<file path="config.mk">
export PLATFORM = sky130hd
export DESIGN_NAME = wb_board_arbiter
export DESIGN_NICKNAME = d
export VERILOG_FILES = /design/src/rtl/wb_board_pkg.sv /design/src/rtl/wb_board_arbiter_picker.sv /design/src/rtl/wb_board_arbiter.sv
export SDC_FILE = /design/constraint.sdc
export NUM_CORES = 1
export LEC_CHECK = 0
export BUFFER_PORTS_ARGS = -buffer_cell sky130_fd_sc_hd__buf_4
export CAP_MARGIN = 30
export CORE_MARGIN = 2
export CORE_UTILIZATION = 45
export CTS_BUF_LIST = sky130_fd_sc_hd__clkbuf_8 sky130_fd_sc_hd__clkbuf_16
export DETAILED_ROUTE_END_ITERATION = 16
export GPL_TIMING_DRIVEN = 0
export PLACE_DENSITY_LB_ADDON = 0.1
export SYNTH_ARGS = -nofsm -noshare
export SYNTH_HDL_FRONTEND = slang
export SYNTH_HIERARCHICAL = 1
export SYNTH_SLANG_ARGS = --single-unit
</file>
<file path="constraint.sdc">
create_clock -name CLK_I -period 8.65 [get_ports CLK_I]
set_clock_uncertainty 0.05 [all_clocks]
set_input_delay 0.865 -clock CLK_I [delete_from_list [all_inputs] [get_ports CLK_I]]
set_output_delay 0.865 -clock CLK_I [all_outputs]
set_load 0.03 [all_outputs]
</file>
<file path="src/rtl/wb_board_pkg.sv">
// Shared widths and FSM encoding for the board-memory Wishbone arbiter.
// Latency: n/a (types and constants only).
// Backpressure: n/a.
package wb_board_pkg;

    localparam int ADDR_W = 8;   // 16x16 board -> 256 cells
    localparam int DATA_W = 16;
    localparam int OUT_W  = 4;   // outstanding-transfer counter width

    typedef enum logic [1:0] {
        IDLE  = 2'd0,
        BUSY  = 2'd1,
        ABORT = 2'd2
    } arb_state_t;

endpackage

</file>
<file path="src/rtl/wb_board_arbiter_picker.sv">
// Round-robin picker: first requester after `last`, wrapping modulo N_M.
// Latency: purely combinational.
// Backpressure: none; the winner is only a suggestion until the top registers it.
//
// Ports: req (request vector), last (previous winner index),
//        gnt (one-hot winner), idx (winner index), vld (any request present).
module wb_rr_picker #(
    parameter int N_M   = 3,
    parameter int IDX_W = 2
) (
    input  logic [N_M-1:0]   req,
    input  logic [IDX_W-1:0] last,
    output logic [N_M-1:0]   gnt,
    output logic [IDX_W-1:0] idx,
    output logic             vld
);

    logic [IDX_W-1:0] cand;

    // Scan last+1 .. last+N_M; the final candidate is `last` itself, so a lone
    // requester that just finished still wins when nobody else is waiting.
    always_comb begin
        gnt  = '0;
        idx  = '0;
        vld  = 1'b0;
        cand = '0;
        for (int i = 1; i <= N_M; i++) begin
            cand = IDX_W'((int'(last) + i) % N_M);
            if (!vld && req[cand]) begin
                vld       = 1'b1;
                gnt[cand] = 1'b1;
                idx       = cand;
            end
        end
    end

endmodule

</file>
<file path="src/rtl/wb_board_arbiter.sv">
// Round-robin arbiter sharing the board-memory Wishbone slave among N_M masters.
// Latency: grant 1 cycle after cyc request; strobe/stall/ack/data paths add 0 cycles.
// Backpressure: owner sees slave stall OR full outstanding window; non-owners always stalled.
//
// Ports: CLK_I/RST_I (sync, active-low); m_* per-master Wishbone buses (packed,
//        master k in slice k); s_* single slave port; grant_o one-hot owner.
module wb_board_arbiter
    import wb_board_pkg::*;
#(
    parameter int N_M     = 3,
    parameter int TIMEOUT = 64,
    parameter int MAX_OUT = 15
) (
    input  logic                  CLK_I,
    input  logic                  RST_I,
    input  logic [N_M-1:0]        m_cyc_i,
    input  logic [N_M-1:0]        m_stb_i,
    input  logic [N_M-1:0]        m_we_i,
    input  logic [N_M*ADDR_W-1:0] m_adr_i,
    input  logic [N_M*DATA_W-1:0] m_dat_i,
    output logic [DATA_W-1:0]     m_dat_o,
    output logic [N_M-1:0]        m_ack_o,
    output logic [N_M-1:0]        m_stall_o,
    output logic [N_M-1:0]        m_err_o,
    output logic                  s_cyc_o,
    output logic                  s_stb_o,
    output logic                  s_we_o,
    output logic [ADDR_W-1:0]     s_adr_o,
    output logic [DATA_W-1:0]     s_dat_o,
    input  logic [DATA_W-1:0]     s_dat_i,
    input  logic                  s_ack_i,
    input  logic                  s_stall_i,
    output logic [N_M-1:0]        grant_o
);

    localparam int IDX_W = $clog2(N_M);
    localparam int WD_W  = $clog2(TIMEOUT + 1);

    arb_state_t       state_q, state_d;
    logic [N_M-1:0]   grant_q, grant_d;
    logic [IDX_W-1:0] own_q,   own_d;
    logic [IDX_W-1:0] last_q,  last_d;
    logic [OUT_W-1:0] outst_q, outst_d;
    logic [WD_W-1:0]  wd_q,    wd_d;

    logic [N_M-1:0]   pick_gnt;
    logic [IDX_W-1:0] pick_idx;
    logic             pick_vld;

    logic full;
    logic owner_cyc;
    logic timeout;
    logic accept;
    logic ack_cnt;

    wb_rr_picker #(
        .N_M   (N_M),
        .IDX_W (IDX_W)
    ) u_picker (
        .req  (m_cyc_i),
        .last (last_q),
        .gnt  (pick_gnt),
        .idx  (pick_idx),
        .vld  (pick_vld)
    );

    // Read data is broadcast; only the owner's ack qualifies it.
    assign m_dat_o = s_dat_i;
    assign grant_o = grant_q;

    always_ff @(posedge CLK_I) begin
        if (!RST_I) begin
            state_q <= IDLE;
            grant_q <= '0;
            own_q   <= '0;
            last_q  <= IDX_W'(N_M - 1);   // master 0 wins the first arbitration
            outst_q <= '0;
            wd_q    <= '0;
        end else begin
            state_q <= state_d;
            grant_q <= grant_d;
            own_q   <= own_d;
            last_q  <= last_d;
            outst_q <= outst_d;
            wd_q    <= wd_d;
        end
    end

    always_comb begin
        state_d   = state_q;
        grant_d   = grant_q;
        own_d     = own_q;
        last_d    = last_q;
        outst_d   = outst_q;
        wd_d      = wd_q;

        s_cyc_o   = 1'b0;
        s_stb_o   = 1'b0;
        s_we_o    = 1'b0;
        s_adr_o   = '0;
        s_dat_o   = '0;
        m_ack_o   = '0;
        m_stall_o = '1;
        m_err_o   = '0;

        full      = (outst_q == OUT_W'(MAX_OUT));
        owner_cyc = m_cyc_i[own_q];
        timeout   = (wd_q == WD_W'(TIMEOUT));
        accept    = 1'b0;
        ack_cnt   = 1'b0;

        unique case (state_q)
            IDLE: begin
                if (pick_vld) begin
                    state_d = BUSY;
                    grant_d = pick_gnt;
                    own_d   = pick_idx;
                    last_d  = pick_idx;
                    outst_d = '0;
                    wd_d    = '0;
                end
            end

            BUSY: begin
                if (timeout) begin
                    // Abort cycle: bus released immediately, owner told once.
                    m_err_o[own_q] = 1'b1;
                    state_d        = ABORT;
                    outst_d        = '0;
                    wd_d           = '0;
                end else begin
                    s_cyc_o          = 1'b1;
                    s_stb_o          = m_stb_i[own_q] & owner_cyc & ~full;
                    s_we_o           = m_we_i[own_q];
                    s_adr_o          = m_adr_i[int'(own_q)*ADDR_W +: ADDR_W];
                    s_dat_o          = m_dat_i[int'(own_q)*DATA_W +: DATA_W];
                    m_stall_o[own_q] = s_stall_i | full;
                    // Forwarded even in the cycle the owner drops cyc.
                    m_ack_o[own_q]   = s_ack_i;

                    accept  = s_stb_o & ~s_stall_i;
                    ack_cnt = s_ack_i & (outst_q != '0);

                    if (!owner_cyc) begin
                        state_d = IDLE;
                        grant_d = '0;
                        outst_d = '0;
                        wd_d    = '0;
                    end else begin
                        if (accept && !ack_cnt) begin
                            outst_d = outst_q + 1'b1;
                        end else if (!accept && ack_cnt) begin
                            outst_d = outst_q - 1'b1;
                        end

                        // Watchdog only runs while the slave owes us something.
                        if (s_ack_i || (outst_q == '0)) begin
                            wd_d = '0;
                        end else begin
                            wd_d = wd_q + 1'b1;
                        end
                    end
                end
            end

            ABORT: begin
                // Slave-side acks are swallowed; wait for the owner to give up.
                if (!owner_cyc) begin
                    state_d = IDLE;
                    grant_d = '0;
                end
            end

            default: begin
                state_d = IDLE;
                grant_d = '0;
            end
        endcase
    end

endmodule

</file>
Word-level counts from Yosys, hierarchy flattened
Index checks and enable logic that the tools add are counted.
{ "op_classes": {"order_cmp": 8, "shift": 2, "n_div": 3, "n_mux": 64, "reduce_logical": 21, "eq_ne": 7, "bitwise": 12, "add_sub_neg": 6} }
{ "op_table": {"columns": ["operator", "n"], "rows": [
  ["remainder unit 32 x 3 -> 32 bit, second input constant", 3],
  ["indexed part select 48 x 7 -> 16 bit", 1],
  ["two-way mux 3 bit", 12],
  ["two-way mux 16 bit", 2],
  ["two-way mux 7 bit", 4],
  ["indexed part select 24 x 6 -> 8 bit", 1],
  ["two-way mux 4 bit", 5],
  ["two-way mux 1 bit", 19],
  ["two-way mux 8 bit", 2],
  ["case mux 7 bit (2 select lines)", 1],
  ["binary-select mux 1 bit (select 2 bit)", 6],
  ["less-than comparator 2 x 3 -> 1 bit, second input constant", 4],
  ["two-way mux 2 bit", 6],
  ["OR 3 bit", 3],
  ["case mux 3 bit (3 select lines)", 1],
  ["demux 1 bit (select 2 bit)", 4],
  [">= comparator 2 x 1 -> 1 bit, second input constant", 4],
  ["logical AND 1 bit", 8],
  ["case mux 4 bit (2 select lines)", 1],
  ["adder 7 x 1 -> 7 bit, second input constant", 1],
  ["equality test 7 bit, second input constant", 1],
  ["adder 2 x 2 -> 3 bit, second input constant", 2],
  ["case mux 2 bit (3 select lines)", 1],
  ["AND reduction 2 bit", 3],
  ["20 further kinds", 28]
]} }
{ "totals": {"elab_cells": 129, "register_bits": 20, "in_bits": 101} }

Longest topological paths before layout
Gate-level depths: netlist of run 1.
{ "depth": {"ltp_word": 13, "ltp_mapped": 14, "depth_no_buf": 12} }

Cells and area by module
Netlist of run 1, hierarchy kept.
{ "by_module_without_submodules": {"columns": ["module", "area_per_inst_um2", "n_inst", "cells_per_inst", "seq_area_each_um2"], "rows": [
  ["wb_board_arbiter", 1958.1, 1, 281, 380.4],
  ["wb_rr_picker", 297.8, 1, 41, 0.0]
]} }

Least setup slack after synthesis of run 1
No wires, ideal clock.
{ "synth_timing": {"path_kind": "in2reg", "start": "in m_cyc_i[2]", "end": "reg outst_q[3]", "path_buffers": 0, "setup_ns": 0.076, "t_arrival_ns": 2.955, "cell_stages": 11, "path_slack_ns": 5.570, "cell_sequence": "mux2i_1 -> a2bb2oi_4 -> nor4bb_1 -> ha_1 -> inv_1 -> ha_1 -> a21oi_1 -> a211oi_1 -> a31oi_1 -> or4b_1 -> o22ai_1"} }
{ "synth_via": {"elab_chain_cells": 11, "elab_cells_between_ends": 28} }
{ "synth_rtl": {"columns": ["element", "line", "rtl"], "rows": [
  ["start, declared", "wb_board_arbiter.sv:16", "input logic [N_M-1:0] m_cyc_i,"],
  ["binary-select mux 1 bit (select 2 bit)", "wb_board_arbiter_picker.sv:29", "if (!vld && req[cand]) begin"],
  ["two-way mux 1 bit (implied by the code)", "wb_board_arbiter_picker.sv:29", null],
  ["two-way mux 1 bit", "wb_board_arbiter_picker.sv:29", null],
  ["zero test 1 bit", "wb_board_arbiter_picker.sv:29", null],
  ["logical AND 1 bit", "wb_board_arbiter_picker.sv:29", null],
  ["two-way mux 1 bit", "wb_board_arbiter_picker.sv:29", null],
  ["zero test 1 bit", "wb_board_arbiter_picker.sv:29", null],
  ["logical AND 1 bit", "wb_board_arbiter_picker.sv:29", null],
  ["two-way mux 1 bit", "wb_board_arbiter_picker.sv:29", null],
  ["inequality test 2 bit (no line)", null, null],
  ["AND reduction 3 bit (no line)", null, null],
  ["end signal, assigned", "wb_board_arbiter.sv:84", "outst_q <= outst_d;"],
  ["end, declared", "wb_board_arbiter.sv:43", "logic [OUT_W-1:0] outst_q, outst_d;"]
]} }
Parallel ways exist; a longest one is shown, timed or not. The select of a mux whose other input is x is not followed.
A chain may end at the register's enable or synchronous reset.

Worst setup path after layout of run 1
Ends and elaborated chain as after synthesis.

==> results_dict.tcl, run 1 <==
set metrics [dict create \
    status "complete, no violations" \
    via_count_of_the_first_global_routing_pass 2508 \
    avgRoutedWirePerCell_um 14.0 \
    setup_tns_ns 0 \
    share_of_final_layout_standard_cells_stronger_than_drive_strength_1_pct 38.1 \
    numClockSinks 19 \
    routed-via-count 2759 \
    setup_viol_count_final 0 \
    sequentialPowerShare_pct 12.8 \
    ant_nets 0 \
    cell_internal_pwr_uw 430 \
    cts_tree "yes" \
    die_width_um 74.8 \
    synth_top_cell_by_area "sky130_fd_sc_hd__dfxtp_1" \
    post_cts_resize_count 0 \
    die_h_um 74.8 \
    worst_path_cell_with_the_longest_stage_delay "sky130_fd_sc_hd__or4b_1" \
    synth.lib_cells_used.distinct 54 \
    hold_path_class "reg2reg" \
    diodes 0 \
    globalRouteTotalUtil_pct 24.7 \
    grt.overflow.total 0 \
    synthesis.area_per_instance_um2 7.01 \
    leading_cell_types_in_the_layout_fill_and_taps_excluded "157 x sky130_fd_sc_hd__buf_4, 69 x sky130_fd_sc_hd__nor2_1, 36 x sky130_fd_sc_hd__a21oi_1, 31 x sky130_fd_sc_hd__mux2i_1, 27 x sky130_fd_sc_hd__nand2_1" \
    cap_viol_max_count 0 \
    most_frequent_cell_on_the_critical_path "sky130_fd_sc_hd__ha_1" \
    fin_hold_ws_ns 0.426 \
    nNetsFinal 581 \
    syn_to_final_growth_pct 52.0 \
    power.clock.fraction_pct 6.8 \
    worst_pin_slew_ns 0.516 \
    data_arrival_time_at_the_worst_slack_endpoint_ns 3.37 \
    maxSlewViolCount 0 \
    number_of_drc_markers_after_the_initial_detailed_route_iteration 109 \
    io-pin-count 156 \
    drt-vias-per-instance 5.19 \
    clkLatencyLatePin_ns 0.26 \
    synth.cell_area_um2 2260 \
    crit_path_max_fanout 6 \
    critical_path_class "in2reg" \
    setup.worst_path.start_class "input pin" \
    async_reset_ff_share_pct 0 \
    fp-row-count 25 \
    cts_root_buf "sky130_fd_sc_hd__clkbuf_8" \
    first_pass_iters 4 \
    power_density_nw_per_um2 270 \
    die_area_um2 5600 \
    synth_fp_nets 437 \
    vdd_drop_max_uv 211 \
    cts.clk_slew.worst_paths_ns 0.08 \
    hold_buffers 0 \
    hpwl_mm 6.06 \
    drc 0 \
    grt_start_max_net_pins 12 \
    power_frac_comb_pct 80.4 \
    cts.path.max_buffers 2 \
    layout_commonest_cell "sky130_fd_sc_hd__buf_4" \
    share_of_the_yosys_chip_area_belonging_to_registers_pct 16.9 \
    timing.critical_path.to_type "register" \
    power.net_switching_uw 498 \
    path_cells "buf_4 > mux2i_1 > a2bb2oi_4 > nor4bb_1 > ha_1 > inv_1 > ha_1 > a21oi_1 > a211oi_1 > a31oi_1 > or4b_1 > o22ai_1" \
    yosys_warnings 6 \
    worst_stage_delay_on_the_critical_path_ns 0.49 \
    max_slew_margin_pct 65.6 \
    cp.buffers_inverters 2 \
    postSynthCellCount 322 \
    cellLeakagePower_uw 0.00158 \
    yosys_top_cell_area_share_pct 16.9 \
    postSynthRegisterBits 19 \
    cts-buffers-inserted 3 \
    cts_post_setup_buffers_inserted 0 \
    fmax_mhz 310 \
    post-route-min-period_ns 3.23 \
    number_of_filler_instances_in_the_final_layout 430 \
    htreeDepth 1 \
    start_util_pct 47.1 \
    port_buffers 139 \
    grt_first_pass_wirelength_mm 11.1 \
    rsz0062_at_grt "false" \
    timing.final.crit_share_pct 37.3 \
    biggest_area_contributors_in_the_synthesized_netlist "sky130_fd_sc_hd__dfxtp_1 17%, sky130_fd_sc_hd__mux2i_1 14%, sky130_fd_sc_hd__nor2_1 11%, sky130_fd_sc_hd__a21oi_1 8.0%, sky130_fd_sc_hd__ha_1 7.2%" \
    dominantRegCellSynth "sky130_fd_sc_hd__dfxtp_1" \
    final_number_of_hold_violating_endpoints 0 \
    place.gp.congestion 0.861 \
    drt_wl_total_mm 7.43 \
    grt_antenna_before_repair 0 \
    coreArea_um2 4790 \
    post-layout-total-power_uw 928 \
    number_of_synthesized_flops_with_an_enable_pin 0 \
    critical_path.top_delay_family "compound AO/OA/AOI/OAI gates" \
    switching_share_pct 53.6 \
    worstPathRequired_ns 8.79 \
]
## final timing paths
kind / cells after the start / endpoint / from / slack (ns)
worst max-delay path: 12 / outst_q[3] / m_cyc_i[2] / 5.42
worst min-delay path: 2 / grant_o[0] / grant_o[0] / 0.43
worst max register to register: 14 / outst_q[3] / own_q[0] / 5.43
worst min register to register: 2 / grant_o[0] / grant_o[0] / 0.43
## worst reg2reg max path: stages (launching register included)
cell and delay (ns):
sky130_fd_sc_hd__dfxtp_1 0.38, sky130_fd_sc_hd__buf_4 0.19, sky130_fd_sc_hd__nor2b_2 0.17, sky130_fd_sc_hd__buf_6 0.15
sky130_fd_sc_hd__nand2_1 0.05, sky130_fd_sc_hd__o21ai_0 0.10, sky130_fd_sc_hd__nor4bb_1 0.28, sky130_fd_sc_hd__ha_1 0.26
sky130_fd_sc_hd__inv_1 0.10, sky130_fd_sc_hd__ha_1 0.34, sky130_fd_sc_hd__a21oi_1 0.10, sky130_fd_sc_hd__a211oi_1 0.26
sky130_fd_sc_hd__a31oi_1 0.09, sky130_fd_sc_hd__or4b_1 0.49, sky130_fd_sc_hd__o22ai_1 0.15
## state kept, by name, indices dropped and copies added (netlist names)
name	count
outst_q	4
grant_o	3
state_q	2
last_q	1
wd_q	7
own_q	2
## per-stage QoR
step                std cells  worst slack [ns]  instance area [µm²]  util [%]
finish                    532              5.42                 3430      71.7
global route              532              5.15                 3430      71.7
CTS                       532              5.43                 3430      71.7
detailed placement        528              5.15                 3380      70.7
global placement          528              5.31                 3380      70.7
floorplan                 322              5.57                 2260         -
## cell type report
cell class	instances	area [µm²]	share of cell area (%)
Tap cell	67	83.8	2.44
Clock buffer	3	41.3	1.20
Inverter	17	63.8	1.86
Multi-Input combinational cell	254	1600	46.7
Buffer	32	209	6.09
Timing Repair Buffer	139	1040	30.4
Sequential cell	19	380	11.1
Clock inverter	1	5.00	0.146
## logic make-up (layout without fill, tap and decap cells)
| kind of cell | Yosys count | count (layout) | share of synthesized area, % |
|---|---|---|---|
| AND/OR/NAND/NOR | 133 | 133 | 26.8 |
| AO/OA/AOI/OAI | 70 | 70 | 20.0 |
| buffers and inverters | 49 | 192 | 12.1 |
| multiplexers | 31 | 31 | 13.8 |
| flip-flops | 19 | 19 | 16.9 |
| adder cells (fa/ha/maj) | 14 | 14 | 8.10 |
| XOR/XNOR | 6 | 6 | 2.33 |
## synthesized netlist by cell type (4+ instances only)
library cell / count
sky130_fd_sc_hd__nor2_1: 69
sky130_fd_sc_hd__a21oi_1: 36
sky130_fd_sc_hd__inv_1: 15
sky130_fd_sc_hd__buf_4: 18
sky130_fd_sc_hd__clkbuf_1: 7
sky130_fd_sc_hd__o21ai_0: 5
sky130_fd_sc_hd__o22ai_1: 7
sky130_fd_sc_hd__nand2_1: 27
sky130_fd_sc_hd__ha_1: 13
sky130_fd_sc_hd__nand4_1: 4
sky130_fd_sc_hd__nand2b_1: 5
sky130_fd_sc_hd__dfxtp_1: 19
sky130_fd_sc_hd__mux2i_1: 31
sky130_fd_sc_hd__nand3_1: 5
sky130_fd_sc_hd__xor2_1: 5
sky130_fd_sc_hd__buf_2: 5
## power groups by stage
stage | Sequential (µW) | Combinational [µW] | Clock [µW]
2_1_floorplan | 129 | 523 | 0
3_3_place_gp | 119 | 727 | 0
3_5_place_dp | 120 | 740 | 0
4_1_cts | 118 | 744 | 64.0
5_1_grt | 121 | 814 | 68.0
6_report | 119 | 746 | 62.9
## layer usage
layer  wire length, µm  track usage, %  vias to the layer above
li1                  -               -                     1387
met1              2950            30.7                     1265
met2              3960            44.9                       95
met3               416            4.55                       12
met4               108            4.17                        0
met5                 0               0                        -
Power figures use the tool's default switching activity.
==> inputs of run 2 (changes only) <==
--- a/config.mk
+++ b/config.mk
@@ -8,7 +8,7 @@
 export BUFFER_PORTS_ARGS = -buffer_cell sky130_fd_sc_hd__buf_4
 export CAP_MARGIN = 30
 export CORE_MARGIN = 2
-export CORE_UTILIZATION = 45
+export CORE_UTILIZATION = 42
 export CTS_BUF_LIST = sky130_fd_sc_hd__clkbuf_8 sky130_fd_sc_hd__clkbuf_16
 export DETAILED_ROUTE_END_ITERATION = 16
 export GPL_TIMING_DRIVEN = 0
==> constraint.sdc (replaced) <==
create_clock -name CLK_I -period 3.27 [get_ports CLK_I]
set_clock_uncertainty 0.05 [all_clocks]
set_input_delay 0.327 -clock CLK_I [delete_from_list [all_inputs] [get_ports CLK_I]]
set_output_delay 0.327 -clock CLK_I [all_outputs]
set_load 0.03 [all_outputs]
==> run 2 against run 1 <==
Net effect: die area increased by 6.8%; register-to-register slack got worse by 5.2 ns; count of clock-buffer cells in the layout unchanged; critical path depth increased by 2; first-iteration DRC count decreased by 32%; setup slack got worse by 5.2 ns; worst hold slack got worse by 0.094 ns; routed wire length decreased by 5.2%; cell count increased by 0.75%; clock power increased to 2.6 times the previous value; critical path type is now reg2reg; largest power group unchanged.
==> results_dict.tcl, run 2 (same netlist as run 1, synthesis figures left out) <==
set metrics [dict create \
    status "complete, no violations" \
    routed-via-count 2754 \
    fmax_mhz 328 \
    timing.final.crit_share_pct 93.3 \
    htreeDepth 1 \
    share_of_final_layout_standard_cells_stronger_than_drive_strength_1_pct 38.8 \
    hold_path_class "in2reg" \
    critical_path_class "reg2reg" \
    grt_start_max_net_pins 12 \
    clkLatencyLatePin_ns 0.25 \
    worst_path_cell_with_the_longest_stage_delay "sky130_fd_sc_hd__or4b_1" \
    post-layout-total-power_uw 2450 \
    avgRoutedWirePerCell_um 13.1 \
    cp.buffers_inverters 3 \
    grt_first_pass_wirelength_mm 11.5 \
    drt-vias-per-instance 5.14 \
    via_count_of_the_first_global_routing_pass 2519 \
    path_cells "buf_4 > nor2b_2 > buf_6 > nand2_1 > o21ai_0 > nor4bb_4 > ha_2 > inv_1 > ha_1 > a21oi_1 > a211oi_1 > a31oi_1 > or4b_1 > o22ai_1" \
    cts.path.max_buffers 2 \
    cap_viol_max_count 0 \
    first_pass_iters 5 \
    io-pin-count 156 \
    drt_wl_total_mm 7.04 \
    fp-row-count 26 \
    hpwl_mm 5.77 \
    worstPathRequired_ns 3.40 \
    numClockSinks 19 \
    grt_antenna_before_repair 0 \
    timing.critical_path.to_type "register" \
    fin_hold_ws_ns 0.333 \
    cts_root_buf "sky130_fd_sc_hd__clkbuf_8" \
    cts_tree "yes" \
    crit_path_max_fanout 10 \
    cts.clk_slew.worst_paths_ns 0.07 \
    largest_register "wd_q" \
    critical_path.top_delay_family "simple AND/OR/NAND/NOR gates" \
    setup_viol_count_final 0 \
    nNetsFinal 582 \
    ant_nets 0 \
    globalRouteTotalUtil_pct 22.7 \
    max_slew_margin_pct 69.6 \
    drc 0 \
    leading_cell_types_in_the_layout_fill_and_taps_excluded "158 x sky130_fd_sc_hd__buf_4, 69 x sky130_fd_sc_hd__nor2_1, 36 x sky130_fd_sc_hd__a21oi_1, 31 x sky130_fd_sc_hd__mux2i_1, 27 x sky130_fd_sc_hd__nand2_1" \
    diodes 0 \
    start_util_pct 43.9 \
    cellLeakagePower_uw 0.00160 \
    power_density_nw_per_um2 707 \
    post-route-min-period_ns 3.05 \
    number_of_flip_flops_under_the_largest_register_name 7 \
    cts-buffers-inserted 3 \
    number_of_drc_markers_after_the_initial_detailed_route_iteration 74 \
    final_number_of_hold_violating_endpoints 0 \
    port_buffers 139 \
    worst_stage_delay_on_the_critical_path_ns 0.47 \
    coreArea_um2 5140 \
    data_arrival_time_at_the_worst_slack_endpoint_ns 3.18 \
    vdd_drop_max_uv 333 \
    die_width_um 77.3 \
    hold_buffers 0 \
    place.gp.congestion 0.880 \
    grt.overflow.total 0 \
    layout_commonest_cell "sky130_fd_sc_hd__buf_4" \
    setup.worst_path.start_class "register" \
    die_area_um2 5970 \
    maxSlewViolCount 0 \
    die_h_um 77.3 \
    syn_to_final_growth_pct 53.4 \
    worst_pin_slew_ns 0.451 \
]
run 2: cell count changes in the layout (fill, tap and decap cells not counted), sizes merged:
| cell | delta |
|---|---|
| buf | +1 |
run 2: worst paths after layout:
path	startpoint	slack, ns	endpoint	cells after the start
min	RST_I	0.33	outst_q[0]	3
max	own_q[0]	0.22	outst_q[3]	14
max reg2reg	own_q[0]	0.22	outst_q[3]	14
min reg2reg	grant_o[2]	0.44	grant_o[2]	2
run 2: per-layer routing:
layer / wire length (µm) / share of wire [%] / GRT usage (%)
met3: 366 / 5.2 / 2.94
met1: 2910 / 41 / 27.7
met2: 3690 / 52 / 43.0
met5: 0 / 0 / 0
met4: 75 / 1.1 / 3.21
run 2: report_power, final:
part | switching (µW) | internal (µW) | total [µW]
clock | 77.4 | 84.6 | 162
sequential | 36.2 | 278 | 314
combinational | 1180 | 786 | 1970
run 2: what timing repair did:
| action | 4_1_cts | 5_1_grt |
|---|---|---|
| gates resized for setup | 0 | 4 |
| setup buffers | 0 | 1 |
| setup endpoints to repair | 0 | 1 |
run 2: cell type report:
cell class / count / area (µm²)
inverter: 17 / 63.8
multi-input combinational: 254 / 1620
clock inverter: 1 / 5.00
buffer: 32 / 209
sequential: 19 / 382
fill: 492 / 1680
clock buffer: 3 / 41.3
tap: 70 / 87.6
timing repair buffer: 140 / 1050
run 2: stage by stage:
stage | instance area [µm²] | TNS, ns | setup slack [ns] | std cells | utilization [%]
final | 3460 | 0 | 0.220 | 536 | 67.3
after global routing | 3460 | -0.0182 | -0.0182 | 536 | 67.3
after CTS | 3430 | 0 | 0.0860 | 535 | 66.8
after detailed placement | 3390 | 0 | 0.0926 | 531 | 65.9
after global placement | 3390 | 0 | 0.176 | 531 | 65.9
after floorplan | 2260 | 0 | 0.451 | 322 | -
run 2: worst register-to-register path: cells and delay by family, from the launching register on:
| family | cells | cell delay (ns) |
|---|---|---|
| adders and majority gates | 2 | 0.57 |
| buffers and inverters | 3 | 0.41 |
| DFF | 1 | 0.35 |
| AOI/OAI and AO/OA | 5 | 0.67 |
| and+or+nand+nor | 4 | 0.95 |
